`src/rtl/sync_transmitter.sv`:
```
// sync_transmitter: frames a parallel word onto a serial line.
// Frame order is start (0), data LSB first, optional parity, then stop bit(s) (1).
// One CLK_Baud tick is one bit period, so the frame matches a receiver on the same tick.
//
// Ports:
//   CLK           system clock, rising edge
//   CLR           asynchronous active-low reset
//   CLK_Baud      one-cycle tick enable; one tick = one bit period
//   Send          transmit request, sampled only while Busy=0
//   Data_in       word to transmit, captured on the accept edge
//   Serial_output serial line, idle high (registered)
//   Busy          high from the cycle after accept until the frame completes (registered)
//   TX_Done       one-cycle pulse on frame completion (registered)
`timescale 1ns/1ps
module sync_transmitter #(
  parameter int unsigned DATA_WIDTH = 32,
  parameter bit          PARITY_EN  = 1'b1,
  parameter bit          PARITY_ODD = 1'b0,
  parameter int unsigned STOP_BITS  = 1
) (
  input  logic                  CLK,
  input  logic                  CLR,
  input  logic                  CLK_Baud,
  input  logic                  Send,
  input  logic [DATA_WIDTH-1:0] Data_in,
  output logic                  Serial_output,
  output logic                  Busy,
  output logic                  TX_Done
);

  localparam int unsigned     CntW     = (DATA_WIDTH > 1) ? $clog2(DATA_WIDTH) : 1;
  localparam logic [CntW-1:0] LastBit  = CntW'(DATA_WIDTH - 1);
  // The stop counter only has to tell the first stop period from the second.
  localparam logic            LastStop = (STOP_BITS > 1) ? 1'b1 : 1'b0;

  localparam logic [2:0] StIdle   = 3'd0;
  localparam logic [2:0] StWait   = 3'd1;
  localparam logic [2:0] StStart  = 3'd2;
  localparam logic [2:0] StData   = 3'd3;
  localparam logic [2:0] StParity = 3'd4;
  localparam logic [2:0] StStop   = 3'd5;

  logic [2:0]            state_q, state_d;
  logic [DATA_WIDTH-1:0] shift_q, shift_d;
  logic [CntW-1:0]       cnt_q, cnt_d;
  logic                  stop_q, stop_d;
  logic                  par_q, par_d;
  logic                  line_q, line_d;
  logic                  busy_q, busy_d;
  logic                  done_q, done_d;

  always_comb begin
    state_d = state_q;
    shift_d = shift_q;
    cnt_d   = cnt_q;
    stop_d  = stop_q;
    par_d   = par_q;
    line_d  = line_q;
    busy_d  = busy_q;
    done_d  = 1'b0;

    unique case (state_q)
      StIdle: begin
        // Busy is low in this state only, so this is the whole accept condition.
        // A tick on the accept edge is deliberately not used.
        if (Send) begin
          shift_d = Data_in;
          par_d   = (^Data_in) ^ PARITY_ODD;
          busy_d  = 1'b1;
          state_d = StWait;
        end
      end
      StWait: begin
        if (CLK_Baud) begin
          line_d  = 1'b0;
          state_d = StStart;
        end
      end
      StStart: begin
        if (CLK_Baud) begin
          line_d  = shift_q[0];
          cnt_d   = '0;
          state_d = StData;
        end
      end
      StData: begin
        if (CLK_Baud) begin
          if (cnt_q == LastBit) begin
            if (PARITY_EN) begin
              line_d  = par_q;
              state_d = StParity;
            end else begin
              line_d  = 1'b1;
              stop_d  = 1'b0;
              state_d = StStop;
            end
          end else begin
            shift_d = {1'b0, shift_q[DATA_WIDTH-1:1]};
            line_d  = shift_q[1];
            cnt_d   = cnt_q + 1'b1;
          end
        end
      end
      StParity: begin
        if (CLK_Baud) begin
          line_d  = 1'b1;
          stop_d  = 1'b0;
          state_d = StStop;
        end
      end
      StStop: begin
        if (CLK_Baud) begin
          if (stop_q == LastStop) begin
            busy_d  = 1'b0;
            done_d  = 1'b1;
            state_d = StIdle;
          end else begin
            stop_d = 1'b1;
          end
        end
      end
      default: begin
        line_d  = 1'b1;
        busy_d  = 1'b0;
        state_d = StIdle;
      end
    endcase
  end

  always_ff @(posedge CLK or negedge CLR) begin
    if (!CLR) begin
      state_q <= StIdle;
      shift_q <= '0;
      cnt_q   <= '0;
      stop_q  <= 1'b0;
      par_q   <= 1'b0;
      line_q  <= 1'b1;
      busy_q  <= 1'b0;
      done_q  <= 1'b0;
    end else begin
      state_q <= state_d;
      shift_q <= shift_d;
      cnt_q   <= cnt_d;
      stop_q  <= stop_d;
      par_q   <= par_d;
      line_q  <= line_d;
      busy_q  <= busy_d;
      done_q  <= done_d;
    end
  end

  assign Serial_output = line_q;
  assign Busy          = busy_q;
  assign TX_Done       = done_q;

endmodule

```
`config.mk`:
```
export PLATFORM = sky130hd
export DESIGN_NAME = sync_transmitter
export DESIGN_NICKNAME = d
export VERILOG_FILES = /design/src/rtl/sync_transmitter.sv
export SDC_FILE = /design/constraint.sdc
export NUM_CORES = 1
export LEC_CHECK = 0
export CAP_MARGIN = 20
export CORE_UTILIZATION = 50
export DETAILED_ROUTE_END_ITERATION = 7
export PLACE_DENSITY = 0.85
export SETUP_SLACK_MARGIN = 0.2
export SLEW_MARGIN = 15
export SYNTH_ARGS = -nofsm -noshare
export SYNTH_HDL_FRONTEND = slang
export SYNTH_SLANG_ARGS = --single-unit
```
`constraint.sdc`:
```
create_clock -name CLK -period 3.6 [get_ports CLK]
set_input_delay 0.54 -clock CLK [delete_from_list [all_inputs] [get_ports CLK]]
set_output_delay 0.54 -clock CLK [all_outputs]
set_load 0.03 [all_outputs]
```
==> metrics.txt, run 1 <==
max_slew headroom 35.4%; clock slew at reported path FFs 0.08 ns; Synth Area per Inst 9.91 sq um; simple-gate area share of the yosys netlist 11.8%; drt pass-1 iters 6; clk_skew 0.00940 ns; fin util 64.3%; IO Port Bufs 38; RePlAce Congestion 0.788; Filler Cell Count 364; vias after detailed routing 1755; commonest non-fill, non-tap cell in the layout dfrtp_1; mux contribution to synthesized area 13.9%; initial antenna violation count 0; xor and xnor fraction of the mapped netlist area 11.4%; reg2reg path depth 7; post-CTS resize count 0; vias in the first global route 1762; Max Fclk 0.439 GHz; DR DRC count 0; outcome completed; die width 71.0 um; Final ANT Viol Nets 0; Cell Rows 24; compound-gate portion of the synthesized area 12.6%; Lkg Pwr 1.27 nW; Final Hold Viols 0; wire length per cell 13.5 um; Ys Warns 0; dpl hpwl 3110 um; most frequent cells in the layout dfrtp_1 (43), nand2_1 (40), clkdlybuf4s50_1 (37), mux2i_1 (33), xnor2_1 (27); grt total ovfl 0; Setup crit start kind flop; CP endpoint kind flop; post-synthesis sequential area ratio 46.3%; Reg2Reg Setup Slack 1.32 ns; launch point of the worst reg-to-reg path state_q[2]; Core Area 4470 sq um; WS Path Type flop to flop; via/cell ratio 5.35; hold crit path type input port to asynchronous set/reset pin; Post-Syn Instances 240; fin nets 313; Final setup viols 0; first-pass GRT wire length 7780 um; minimum clock period 2.28 ns; Top FF cell, synth dfrtp_1; maximum clock insertion buffer count 2; Worst setup startpoint state_q[2]; largest net degree at the start of global routing 64; RSZ-0062 raised after global routing no; Power per Cell Area 736 nW/um^2; Initial Utilization 53.2%; MaxCap Viol Count 0; Die Area 5040 sq um; ant diodes 0; Area Overhead vs Synth 20.9%; Crit path arrival time 2.43 ns; Cell Area, Synth 2380 sq um; cts hold-fix bufs 0; # IOs 39; period utilisation layout 63.3%; Die H 71.0 um; Cell variety after synth 30; Routed WL 4420 um; overall power 2.12 mW; Post-Syn Nets 278; post-CTS setup buffer count 0; Starting DRT DRC Count 73; CTS tree yes; worst-margin pin slew 0.969 ns; clk_lat worst skew 0.29 ns; root buffer cell clkbuf_8; layout cells sized above 1 6.16%; Tot GR Track Use 19.7%; ys async rst share 100%; Max Slew Vio Count 0; setup TNS 0 ns; worst vdd ir 0.313 mV; CTS buffer count 5; crit path max fanout 63; critical path data required time 3.76 ns; #FFs+latches synth 44; Sink Count 44; post-synthesis adder-cell area fraction 1.05%; main combinational cell family by area after synthesis multiplexers; CTS H-Tree Depth 2; EDFF count, synth 0; Placed Cells 320; Cell Count, Final, Fillers Out 328; worst r2r dst shift_q[23]
-- cell type report --
class	count	area (sq um)	area share, %
clock inverters	2	10.0	0.348
inverters	3	11.3	0.391
well taps	52	65.1	2.26
multi-input cells	181	1210	42.2
repair buffers	40	390	13.6
flip-flops and latches	44	1100	38.3
clock buffers	6	82.6	2.87
-- worst max path at each step --
stage | endpoint | slack [ns] | depth (start not counted)
2_1_floorplan | cnt_q[3] | 1.82 | 8
3_3_place_gp | shift_q[20] | 1.39 | 7
3_5_place_dp | shift_q[23] | 1.31 | 7
4_1_cts | shift_q[23] | 1.30 | 7
5_1_grt | shift_q[27] | 1.06 | 7
6_report | shift_q[23] | 1.32 | 7
-- logic make-up after synthesis --
kind of cell / count (synthesis)
and+or+nand+nor: 62
xor gates and xnor gates: 31
DFF: 44
muxes: 33
buffers and inverters: 15
AOI/OAI and AO/OA: 53
adders and majority gates: 2
-- metal layers --
layer / global-route usage, % / vias up / part of all wire [%]
li1: - / 888 / -
met1: 24.9 / 816 / 45
met2: 34.5 / 43 / 50
met3: 2.99 / 8 / 3.7
met4: 7.33 / 0 / 1.6
met5: 0 / - / 0
-- power breakdown --
part           switching, mW  internal (mW)
combinational          0.502          0.429
clock                  0.165          0.153
sequential             0.158          0.711
-- synthesized netlist by cell type, types with 4 or more instances --
master / count / area [sq um]
a21oi_1: 8 / 40.0
nor2_1: 8 / 30.0
nand3_1: 4 / 20.0
nand2_1: 40 / 150
xnor2_1: 27 / 236
dfrtp_1: 43 / 1080
o21ai_1: 11 / 55.1
nor3_1: 4 / 20.0
mux2i_1: 33 / 330
xor2_1: 4 / 35.0
o21ai_0: 25 / 125
buf_2: 10 / 50.1
-- through the flow --
step                cell area, sq um  setup slack (ns)  hold WS (ns)
floorplan                       2380              1.82         0.244
global placement                2780              1.39         0.460
detailed placement              2780              1.31         0.471
CTS                             2880              1.30         0.429
global route                    2880              1.06         0.467
finish                          2880              1.32         0.405
-- flip-flops by register name (all words and copies together), names as in the netlist --
name and count:
shift_q 32, Serial_output 1, Busy 1, state_q 3
par_q 1, cnt_q 5, TX_Done 1
-- critical path, stage by stage, from the launching register on --
cell and delay, ns:
dfrtp_1 0.54, inv_2 0.10, nand3_2 0.08, buf_4 0.47
nor2_1 0.14, o22ai_4 0.14, buf_4 0.46, o21ai_0 0.19
No activity file was read; power rests on OpenSTA's default activity.
==> run 2: changes to the inputs <==
==> constraint.sdc (replaced) <==
create_clock -name CLK -period 2.1 [get_ports CLK]
set_input_delay 0.315 -clock CLK [delete_from_list [all_inputs] [get_ports CLK]]
set_output_delay 0.315 -clock CLK [all_outputs]
set_load 0.03 [all_outputs]
==> run 2 against run 1 <==
Compared with the run above: the run now ends with design-rule violations left; non-clock buffer count rose by 13; final area rose by 7.4%; wire length rose by 17%; first-iteration DRC count rose by 45%; flip-flop and latch count did not move; critical path type unchanged; largest power group unchanged; highest routed layer unchanged.
==> metrics.txt, run 2 (synthesis gave the netlist of run 1 again) <==
worst vdd ir 0.656 mV; worst r2r dst shift_q[14]; wire length per cell 15.2 um; MaxCap Viol Count 0; Area Overhead vs Synth 29.9%; period utilisation layout 87.4%; RSZ-0062 raised after global routing no; CTS buffer count 5; reg2reg path depth 8; crit path max fanout 16; grt total ovfl 0; fin nets 326; clock slew at reported path FFs 0.08 ns; initial antenna violation count 0; min-delay src shift_q[10]; Fin Hold WS 0.486 ns; Die H 71.0 um; Setup crit start kind flop; CP endpoint kind flop; CP cell instances ha_1 -> and3_1 -> ha_4 -> nor2_4 -> o22ai_4 -> buf_12 -> clkbuf_16 -> o21ai_0; clk_skew 0.00217 ns; Power per Cell Area 1330 nW/um^2; CTS H-Tree Depth 2; clk_lat worst skew 0.29 ns; IO Port Bufs 38; Final Hold Viols 0; DR DRC count 4; commonest non-fill, non-tap cell in the layout dfrtp_1; Cell Count, Final, Fillers Out 341; Storage cell area 1100 sq um; first-pass GRT wire length 8340 um; Max Fclk 0.545 GHz; maximum clock insertion buffer count 2; Max stage delay on crit path 0.40 ns; die width 71.0 um; root buffer cell clkbuf_8; max reg flops 32; Filler Cell Count 356; Routed WL 5190 um; Hold Path Sink shift_q[10]; vias in the first global route 1888; multi-input logic area 1240 sq um; WS Path Type flop to flop; # IOs 39; vias after detailed routing 1859; minimum clock period 1.84 ns; drt pass-1 iters 6; Starting DRT DRC Count 106; ant diodes 0; setup TNS 0 ns; critical path data required time 2.31 ns; Final ANT Viol Nets 0; Slowest cell on crit path dfrtp_1; Die Area 5040 sq um; Initial Utilization 53.2%; most frequent cells in the layout dfrtp_1 (43), nand2_1 (39), clkdlybuf4s50_1 (37), mux2i_1 (33), xnor2_1 (27); CTS tree yes; outcome complete, but fails checks; layout cells sized above 1 10.7%; Sink Count 44; Placed Cells 325; Lkg Pwr 1.36 nW; worst-margin pin slew 0.516 ns; Reg2Reg Setup Slack 0.26 ns; Crit path arrival time 2.05 ns; max_slew headroom 65.6%; hold crit path type flop to flop; dpl hpwl 3540 um; Reg with most FFs shift_q; Largest regs shift_q x32, cnt_q x5, state_q x3; Cell Rows 24; Hold Path Cell Cnt 2; largest net degree at the start of global routing 64; Final setup viols 0; failing checks design-rule violations; Max Slew Vio Count 0; RePlAce Congestion 0.786; Tot GR Track Use 21.2%; launch point of the worst reg-to-reg path cnt_q[0]; via/cell ratio 5.45; Core Area 4470 sq um
## run 2: what timing repair did
| action | 4_1_cts | 5_1_grt |
|---|---|---|
| pin swaps | 0 | 1 |
| endpoints found under the hold margin | 20 | 0 |
| endpoints found under the setup margin | 34 | 17 |
| buffers inserted | 0 | 4 |
| resized for setup | 3 | 6 |
| gates cloned | 0 | 3 |
| hold buffers | 1 | 0 |
## run 2: worst max-delay path: cells and delay by family, from the launching register on
family	cells	cell delay [ns]
adder cells (fa/ha/maj)	2	0.42
AO/OA/AOI/OAI	2	0.27
buffers and inverters	2	0.33
flip-flops	1	0.40
AND/OR/NAND/NOR	2	0.33
## run 2: power by group
part / total, mW / switching (mW) / leakage, nW / internal [mW]
Combinational: 2.11 / 1.08 / 0.777 / 1.03
Clock: 0.544 / 0.276 / 0.0455 / 0.268
Sequential: 1.45 / 0.233 / 0.541 / 1.22
Total: 4.11 / 1.58 / 1.36 / 2.52
## run 2: final cells by class
type,instances,area share (%)
Multi-Input combinational cell,181,40.2
Sequential cell,44,35.7
Timing Repair Buffer,53,18.8
Clock buffer,8,2.92
Tap cell,52,2.11
Inverter,3,0.365
## run 2: how the worst max path moves through the flow
| stage | slack (ns) | to | startpoint | cells after the start |
|---|---|---|---|---|
| 3_5_place_dp | 0.15 | par_q | Data_in[31] | 7 |
| 3_3_place_gp | 0.18 | par_q | Data_in[31] | 7 |
| 5_1_grt | 0.18 | shift_q[22] | cnt_q[0] | 8 |
| 6_report | 0.26 | shift_q[14] | cnt_q[0] | 8 |
| 4_1_cts | 0.25 | cnt_q[3] | cnt_q[0] | 8 |
| 2_1_floorplan | 0.32 | cnt_q[3] | cnt_q[0] | 8 |
## run 2: through the flow
| stage | instance area (sq um) | utilization (%) | total power [mW] | worst slack (ns) |
|---|---|---|---|---|
| 5_1_grt | 3090 | 69.0 | 4.43 | 0.182 |
| 3_3_place_gp | 2850 | 63.6 | 3.13 | 0.183 |
| 6_report | 3090 | 69.0 | 4.11 | 0.265 |
| 4_1_cts | 2950 | 66.0 | 3.80 | 0.245 |
| 3_5_place_dp | 2850 | 63.6 | 3.24 | 0.151 |
| 2_1_floorplan | 2380 | - | 2.75 | 0.323 |
## run 2: routing by layer
metal  vias to the layer above  share of wire [%]  GRT usage [%]  wire length (um)
met4                         0                1.4           7.56                75
met1                       904                 46           27.0              2410
met2                        33                 49           36.1              2550
met3                         7                3.1           4.42               163
li1                        915                  -              -                 -
met5                         -                  0              0                 0
